==> src/rtl/sort_stream_ctrl.sv <==
// sort_stream_ctrl: valid/ready sequencer in front of the sort core.
// Ports: clk, rst (async, active-high), start/busy/done/timeout_err;
//   s_* input stream, m_* output stream (m_last on element N);
//   core_* drive/observe the sort core (rst, din, now1, now2,
//   y_valid, dout). Define SORT_STREAM_PERF_EN to add the
//   perf_cycles busy-cycle counter port.
module sort_stream_ctrl #(
  parameter int LOG_INPUT_NUM  = 3,
  parameter int DATA_WIDTH     = 32,
  parameter int TIMEOUT_CYCLES = 4096
) (
  input  logic                  clk,
  input  logic                  rst,
  input  logic                  start,
  output logic                  busy,
  output logic                  done,
  output logic                  timeout_err,
  input  logic [DATA_WIDTH-1:0] s_data,
  input  logic                  s_valid,
  output logic                  s_ready,
  output logic [DATA_WIDTH-1:0] m_data,
  output logic                  m_valid,
  input  logic                  m_ready,
  output logic                  m_last,
  output logic                  core_rst,
  output logic [DATA_WIDTH-1:0] core_din,
  output logic                  core_now1,
  output logic                  core_now2,
  input  logic                  core_y_valid,
  input  logic [DATA_WIDTH-1:0] core_dout
`ifdef SORT_STREAM_PERF_EN
  ,
  output logic [31:0]           perf_cycles
`endif
);

  localparam int N  = 1 << LOG_INPUT_NUM;
  localparam int CW = LOG_INPUT_NUM + 1;
  localparam int TW = (TIMEOUT_CYCLES > 1) ?
                      $clog2(TIMEOUT_CYCLES) : 1;

  typedef enum logic [2:0] {
    S_IDLE, S_CRST, S_LOAD, S_WAIT,
    S_CAP, S_SEND, S_ADV, S_ERR
  } state_t;

  state_t                state_q, state_d;
  logic                  crst_q, crst_d;
  logic [CW-1:0]         ld_cnt_q, ld_cnt_d;
  logic [CW-1:0]         out_cnt_q, out_cnt_d;
  logic [TW-1:0]         wait_cnt_q, wait_cnt_d;
  logic                  busy_q, busy_d;
  logic                  done_q, done_d;
  logic                  err_q, err_d;
  logic                  s_ready_q, s_ready_d;
  logic [DATA_WIDTH-1:0] m_data_q, m_data_d;
  logic                  m_valid_q, m_valid_d;
  logic                  m_last_q, m_last_d;
  logic                  core_rst_q, core_rst_d;
  logic [DATA_WIDTH-1:0] core_din_q, core_din_d;
  logic                  now1_q, now1_d;
  logic                  now2_q, now2_d;
`ifdef SORT_STREAM_PERF_EN
  logic [31:0]           perf_q, perf_d;
`endif

  always_comb begin
    state_d    = state_q;
    crst_d     = crst_q;
    ld_cnt_d   = ld_cnt_q;
    out_cnt_d  = out_cnt_q;
    wait_cnt_d = wait_cnt_q;
    busy_d     = busy_q;
    done_d     = 1'b0;
    err_d      = err_q;
    s_ready_d  = s_ready_q;
    m_data_d   = m_data_q;
    m_valid_d  = m_valid_q;
    m_last_d   = m_last_q;
    core_rst_d = core_rst_q;
    core_din_d = core_din_q;
    now1_d     = 1'b0;
    now2_d     = 1'b0;
    unique case (state_q)
      S_IDLE: begin
        if (start) begin
          err_d      = 1'b0;
          crst_d     = 1'b0;
          ld_cnt_d   = '0;
          out_cnt_d  = '0;
          wait_cnt_d = '0;
          busy_d     = 1'b1;
          core_rst_d = 1'b1;
          state_d    = S_CRST;
        end
      end
      S_CRST: begin
        // crst_q marks the second of the two core reset cycles
        if (crst_q) begin
          core_rst_d = 1'b0;
          s_ready_d  = 1'b1;
          state_d    = S_LOAD;
        end else begin
          crst_d = 1'b1;
        end
      end
      S_LOAD: begin
        if (s_valid && s_ready_q) begin
          core_din_d = s_data;
          now1_d     = 1'b1;
          ld_cnt_d   = ld_cnt_q + 1'b1;
          if (ld_cnt_q == CW'(N - 1)) begin
            s_ready_d  = 1'b0;
            wait_cnt_d = '0;
            state_d    = S_WAIT;
          end
        end
      end
      S_WAIT: begin
        if (core_y_valid) begin
          state_d = S_CAP;
        end else if (wait_cnt_q == TW'(TIMEOUT_CYCLES - 1)) begin
          err_d      = 1'b1;
          core_rst_d = 1'b1;
          state_d    = S_ERR;
        end else begin
          wait_cnt_d = wait_cnt_q + 1'b1;
        end
      end
      S_CAP: begin
        m_data_d  = core_dout;
        m_last_d  = (out_cnt_q == CW'(N - 1));
        m_valid_d = 1'b1;
        state_d   = S_SEND;
      end
      S_SEND: begin
        if (m_ready) begin
          m_valid_d = 1'b0;
          out_cnt_d = out_cnt_q + 1'b1;
          if (m_last_q) begin
            done_d     = 1'b1;
            busy_d     = 1'b0;
            core_rst_d = 1'b1;
            state_d    = S_IDLE;
          end else begin
            now2_d  = 1'b1;
            state_d = S_ADV;
          end
        end
      end
      S_ADV: begin
        state_d = S_CAP;
      end
      S_ERR: begin
        busy_d  = 1'b0;
        state_d = S_IDLE;
      end
      default: begin
        state_d = S_IDLE;
      end
    endcase
  end

`ifdef SORT_STREAM_PERF_EN
  always_comb begin
    perf_d = perf_q;
    if (state_q == S_IDLE && start) begin
      perf_d = '0;
    end else if (busy_q && perf_q != 32'hFFFF_FFFF) begin
      perf_d = perf_q + 32'd1;
    end
  end
`endif

  always_ff @(posedge clk or posedge rst) begin
    if (rst) begin
      state_q    <= S_IDLE;
      crst_q     <= 1'b0;
      ld_cnt_q   <= '0;
      out_cnt_q  <= '0;
      wait_cnt_q <= '0;
      busy_q     <= 1'b0;
      done_q     <= 1'b0;
      err_q      <= 1'b0;
      s_ready_q  <= 1'b0;
      m_data_q   <= '0;
      m_valid_q  <= 1'b0;
      m_last_q   <= 1'b0;
      core_rst_q <= 1'b1;
      core_din_q <= '0;
      now1_q     <= 1'b0;
      now2_q     <= 1'b0;
`ifdef SORT_STREAM_PERF_EN
      perf_q     <= '0;
`endif
    end else begin
      state_q    <= state_d;
      crst_q     <= crst_d;
      ld_cnt_q   <= ld_cnt_d;
      out_cnt_q  <= out_cnt_d;
      wait_cnt_q <= wait_cnt_d;
      busy_q     <= busy_d;
      done_q     <= done_d;
      err_q      <= err_d;
      s_ready_q  <= s_ready_d;
      m_data_q   <= m_data_d;
      m_valid_q  <= m_valid_d;
      m_last_q   <= m_last_d;
      core_rst_q <= core_rst_d;
      core_din_q <= core_din_d;
      now1_q     <= now1_d;
      now2_q     <= now2_d;
`ifdef SORT_STREAM_PERF_EN
      perf_q     <= perf_d;
`endif
    end
  end

  assign busy        = busy_q;
  assign done        = done_q;
  assign timeout_err = err_q;
  assign s_ready     = s_ready_q;
  assign m_data      = m_data_q;
  assign m_valid     = m_valid_q;
  assign m_last      = m_last_q;
  assign core_rst    = core_rst_q;
  assign core_din    = core_din_q;
  assign core_now1   = now1_q;
  assign core_now2   = now2_q;
`ifdef SORT_STREAM_PERF_EN
  assign perf_cycles = perf_q;
`endif

endmodule

==> config.mk <==
export PLATFORM = sky130hd
export DESIGN_NAME = sort_stream_ctrl
export DESIGN_NICKNAME = d
export VERILOG_FILES = /design/src/rtl/sort_stream_ctrl.sv
export SDC_FILE = /design/constraint.sdc
export NUM_CORES = 1
export LEC_CHECK = 0
export ABC_CLOCK_PERIOD_IN_PS = 5300
export CELL_PAD_IN_SITES_DETAIL_PLACEMENT = 1
export CELL_PAD_IN_SITES_GLOBAL_PLACEMENT = 1
export CORE_AREA = 2 2 117 130
export DETAILED_ROUTE_END_ITERATION = 8
export DIE_AREA = 0 0 119 132
export GPL_TIMING_DRIVEN = 0
export PLACE_DENSITY_LB_ADDON = 0.05
export SETUP_SLACK_MARGIN = 0.3
export SLEW_MARGIN = 20
export SYNTH_ARGS = -nofsm -noshare
export SYNTH_HDL_FRONTEND = slang
export SYNTH_SLANG_ARGS = --single-unit
export TNS_END_PERCENT = 20
==> constraint.sdc <==
create_clock -name clk -period 5.3 [get_ports clk]
set_input_delay 1.06 -clock clk [delete_from_list [all_inputs] [get_ports clk]]
set_output_delay 1.06 -clock clk [all_outputs]
set_load 0.01 [all_outputs]
# Yosys cells after proc, flatten, opt, wreduce, memory -nomap -nowiden
# Cells that the tools add are included.
[word_totals]
regBits = 97
in_bits = 70
out_inout_bits = 73
word_cells = 108
[op_classes]
n_addsub = 3
n_eq_ne = 20
muxes = 47
reduce_logical = 22
[ops]
columns = ["cell", "n"]
rows = [
  ["$mux W12", 5],
  ["$pmux W12 S3", 1],
  ["$mux W3", 8],
  ["$pmux W3 S8", 1],
  ["$mux W1", 21],
  ["$ne A2 B2 Y1 const B", 9],
  ["$pmux W4 S2", 2],
  ["$add A12 B1 Y12 const B", 1],
  ["$eq A12 B12 Y1 const B", 1],
  ["$eq A3 B3 Y1 const B", 4],
  ["$mux W4", 3],
  ["$reduce_and A4 Y1", 3],
  ["$reduce_and A6 Y1", 2],
  ["$reduce_bool A2 Y1", 6],
  ["$add A4 B1 Y4 const B", 2],
  ["$eq A4 B3 Y1 const B", 2],
  ["$pmux W1 S2", 4],
  ["$reduce_and A7 Y1", 1],
  ["$eq A3 B2 Y1 const B", 2],
  ["$reduce_and A2 Y1", 3],
  ["$reduce_and A3 Y1", 2],
  ["$reduce_bool A3 Y1", 2],
  ["$pmux W1 S4", 1],
  ["$reduce_bool A4 Y1", 1],
  ["5 further kinds", 5],
]

# Longest topological paths before layout
[logic_depth]
word_depth = 4
mapped_depth = 7

# Least setup slack after synthesis
# OpenSTA, ideal clock, no wires.
[synth_timing]
path_type = "input -> register"
startpoint = "input port core_y_valid"
endpoint = "register wait_cnt_q[10]"
arrival_ns = 2.068
path_slack_ns = 3.086
stages = 6
path_buffers = 2
cell_sequence = "and4bb_1 -> buf_2 -> a211oi_1 -> a211oi_2 -> buf_4 -> o221ai_1"
[synth_between]
elab_chain_len = 2
[synth_lines]
columns = ["item", "line_no", "source"]
rows = [
  ["from (decl)", "29", "input logic core_y_valid,"],
  ["$ne A2 B2 Y1 (no source line)", "n/a", ""],
  ["$reduce_and A6 Y1 (no source line)", "n/a", ""],
  ["to (signal assigned)", "201", "wait_cnt_q <= wait_cnt_d;"],
  ["to (decl)", "51", "logic [TW-1:0] wait_cnt_q, wait_cnt_d;"],
]
# No other way between the ends.
# A chain may end at the register's enable or synchronous reset.

# Worst setup path in the final report
# Ends and elaborated chain as after synthesis.

==> impl.org <==
** Synthesis
- Number of distinct library cells after synthesis :: 57
- The synthesized design spends more area on one cell type than any other, namely dfrtp_1.
- Count of flip-flops with a built-in enable after synthesis :: 0
- Leading post-synthesis cells by instance count :: 96 x dfrtp_1, 48 x mux2_1, 16 x mux2_2, 14 x inv_1, 14 x nand2_1
- Fraction of synthesis flops using an asynchronous set or reset pin :: 100%
- Sequential-to-total area share from yosys stat :: 57.2%
- Largest cells by area after synthesis :: dfrtp_1 57%, mux2_1 13%, mux2_2 4.2%, a31oi_1 1.6%, buf_6 1.3%
- Count of warnings emitted by yosys :: 0
- Synthesis produced a netlist whose cell count is 330.
- Most instantiated flip-flop cell in the synthesis netlist :: dfrtp_1
- The synthesized design contains 97 register bits.
- The synthesized design devotes to its leading area cell type 56.5% of total area.
- After synthesis, the mean cell area works out to 12.9 um^2.
- Post-Syn Nets :: 403
- Most common cell in the netlist :: dfrtp_1
- The mapped netlist covers 4250 um^2.

** Clock network
- In this run the clock root is driven by a clkbuf_16.
- The clock reaches the later pin of the worst-skew pair after 0.35 ns.
- Post-CTS setup buffer count :: 0
- Number of clock sinks :: 97
- Clock tree from TritonCTS :: done
- Clock transition time at the flip-flop clock pins of the worst setup and hold paths :: 0.07 ns
- For this design, the CTS-stage hold fixing added 0 buffers.
- Post-CTS repair changed the size of 0 cells.
- Clock H-tree levels :: 3
- Counting the buffers created by CTS gives 9.
- Maximum buffer depth of the clock tree :: 2

** Worst setup path
- Data required, critical path :: 5.51 ns
- Worst Setup Path Type :: in2reg
- CP Max Fanout :: 10
- The worst register-to-register path ends at wait_cnt_q[10]$_DFFE_PP0P_.
- The worst register-to-register path has a setup slack of 3.26 ns.
- Worst reg2reg path startpoint :: wait_cnt_q[0]$_DFFE_PP0P_
- The worst setup path is launched from a primary input.
- At the worst endpoint, the arrival time is 2.88 ns.
- R2R cell count :: 6
- Worst Setup End Kind :: flip-flop

** Detailed routing
- Detailed routing placed a total of 5890 um of wire on met2.
- Count of TritonRoute iterations in the first routing pass :: 4
- Detail Route Antenna Nets :: 0
- In the final routed layout, each cell accounts on average for 16.7 um.
- Summed over all nets, wire length on met3 after detailed routing comes to 715 um.
- Total Wirelength :: 11,300 um
- The detailed router finished its first iteration with 149 violations.
- Routed signal wires occupy layers up through met4.
- Mean number of vias per cell :: 4.76
- Via total after detailed routing :: 3,243
- DRC violation count after routing :: 0
- Routed metal-1 wirelength :: 4530 um

** STA
- Fin crit period :: 2.67 ns
- Total Negative Setup Slacks :: 0 ns
- For the pin with the worst max-slew slack, the measured transition is 0.583 ns.
- Final hold violation count :: 0
- Setup repair after global routing left no endpoint under its margin.
- Worst rel slew slack :: 60.8%
- Max Fclk :: 374 MHz
- Final Max Tran Viols :: 0
- Tcrit/Tclk final :: 50.4%
- Setup violations remaining at the end of the flow were counted as 0.
- The tightest hold path in the finished design has a slack of 0.487 ns.
- Setup skew after layout :: 0.00945 ns

** Hold path
- Worst hold endpoint :: m_data[26]$_DFFE_PP0P_
- The path class of the tightest hold or removal check is reg2reg.
- In this run the most critical hold path is launched from m_data[26]$_DFFE_PP0P_.
- Counting instances, the worst hold path has a depth of 1.

** Global routing
- Global routing used 15.2% of the available tracks across all layers.
- Number of global-route vias before repair :: 3,553
- GRT overflow :: 0
- Antenna violations before repair :: 0
- The first global-routing pass estimated 18,700 um of wire.
- Entering global routing, the biggest net connects 70 pins.

** Final layout
- After filler insertion, the fill cell instance count of the layout stands at 1,514.
- 0 antenna diodes ended up in the layout.
- For this run, the post-layout net count is 557.
- After the flow finishes, the layout carries non-filler instances totaling 681.
- Share of cells above drive strength 1 :: 11.9%
- From synthesis to final layout, the design area changed by 46.8%.
- Cell area after layout :: 6240 um^2

** Die
- Width of the die :: 119 um
- The floorplan step set the die height to 132 um.
- Total Die Area :: 15,700 um^2
- The initial utilization of the core area, before any placement, comes to 29.6%.
- Std-Cell Core Area :: 14,300 um^2
- Count of standard-cell rows :: 46
- Pin placement for this block handled 143 I/O pins.

** Power and ir drop
- IR analysis of the VDD net gives a maximum drop of 0.223 mV.
- The design draws 0.00331 W.
- Total leakage power :: 2.57 nW
- PwrDens :: 531 nW/um^2

** Placement
- Placed cell count :: 665
- At the end of routability-driven placement, the weighted congestion stood at 0.742.
- Summing all placed instances gives a cell area of 5940 um^2.
- Placed wire-length estimate after detailed placement :: 8390 um
- Port buffering added 142 buffers.

** Run status
- Status :: finished, final reports clean

** Job
- Maximum Capacitance Violations :: 0
==> cell type report <==
cell class | count | area, um^2 | area share [%]
tap | 192 | 240 | 3.85
multi-input combinational | 202 | 1650 | 26.4
clock inverter | 5 | 63.8 | 1.02
inverter | 15 | 61.3 | 0.983
timing repair buffer | 143 | 1450 | 23.2
buffer | 16 | 119 | 1.90
sequential | 97 | 2430 | 38.9
clock buffer | 11 | 233 | 3.73
==> how the worst max path moves through the flow <==
stage               slack, ns         start                          to  cells past startpoint
global placement        -0.14           rst          crst_q$_DFFE_PP0P_                      2
global route             2.51  core_y_valid  wait_cnt_q[10]$_DFFE_PP0P_                      7
detailed placement       2.22  core_y_valid  wait_cnt_q[10]$_DFFE_PP0P_                      7
CTS                      2.58  core_y_valid  wait_cnt_q[10]$_DFFE_PP0P_                      7
floorplan                1.71           rst            busy$_DFFE_PP0P_                      1
finish                   2.63  core_y_valid  wait_cnt_q[10]$_DFFE_PP0P_                      7
==> per-stage QoR <==
stage	setup WS, ns	utilization, %
global placement	-0.137	41.2
floorplan	1.71	-
detailed placement	2.22	41.5
finish	2.63	43.5
global route	2.51	43.5
CTS	2.58	43.5
==> cell usage in the layout, fill, tap and decap left out, drive strengths merged, types with 2 or more instances in the layout <==
cell type,n
o31ai,2
or3,3
nand2b,5
a22o,3
a21o,3
buf,15
o21ai,15
clkdlybuf4s50,142
ha,3
xor2,2
o21bai,2
clkbuf,13
nand4b,2
and3b,2
nor3,6
nor4,2
nor2b,4
dfrtp,96
a21oi,6
o221ai,3
or4,3
nand3,12
mux2,64
nor2,12
nand4,2
a211oi,3
a31oi,11
clkinv,2
nand2,14
inv,16
o211ai,2
==> critical path, stage by stage <==
cell and delay [ns]:
clkdlybuf4s50_1 0.51, and4bb_1 0.30, buf_2 0.23, a211oi_1 0.09, a211oi_2 0.31, buf_4 0.25
o221ai_1 0.12
==> flip-flops by register name, summed over array words and instances, names as in the netlist <==
signal,count
m_last,1
out_cnt_q,4
core_now2,1
s_ready,1
ld_cnt_q,4
m_data,32
busy,1
crst_q,1
m_valid,1
core_din,32
wait_cnt_q,12
done,1
core_now1,1
core_rst,1
state_q,3
timeout_err,1
==> where the power goes <==
group          switching, W  total, W  internal [W]
registers          0.000165   0.00122       0.00105
logic              0.000618   0.00143      0.000815
clock network      0.000292  0.000662      0.000370
total               0.00107   0.00331       0.00224
==> layer usage <==
| metal | vias to the layer above | global-route usage, % |
|---|---|---|
| li1 | 1498 | - |
| met1 | 1646 | 16.8 |
| met2 | 89 | 26.5 |
| met3 | 10 | 4.76 |
| met4 | 0 | 6.75 |
| met5 | - | 0 |
==> cell families after synthesis <==
kind of cell               count (synthesis)  synth area share, %
AOI/OAI and AO/OA                         56                 9.16
DFF                                       97                 57.2
and+or+nand+nor                           75                 10.9
buffers and inverters                     31                 4.12
adders and majority gates                  3                0.883
xor gates and xnor gates                   3                0.618
muxes                                     65                 17.2
Power figures use the tool's default switching activity.
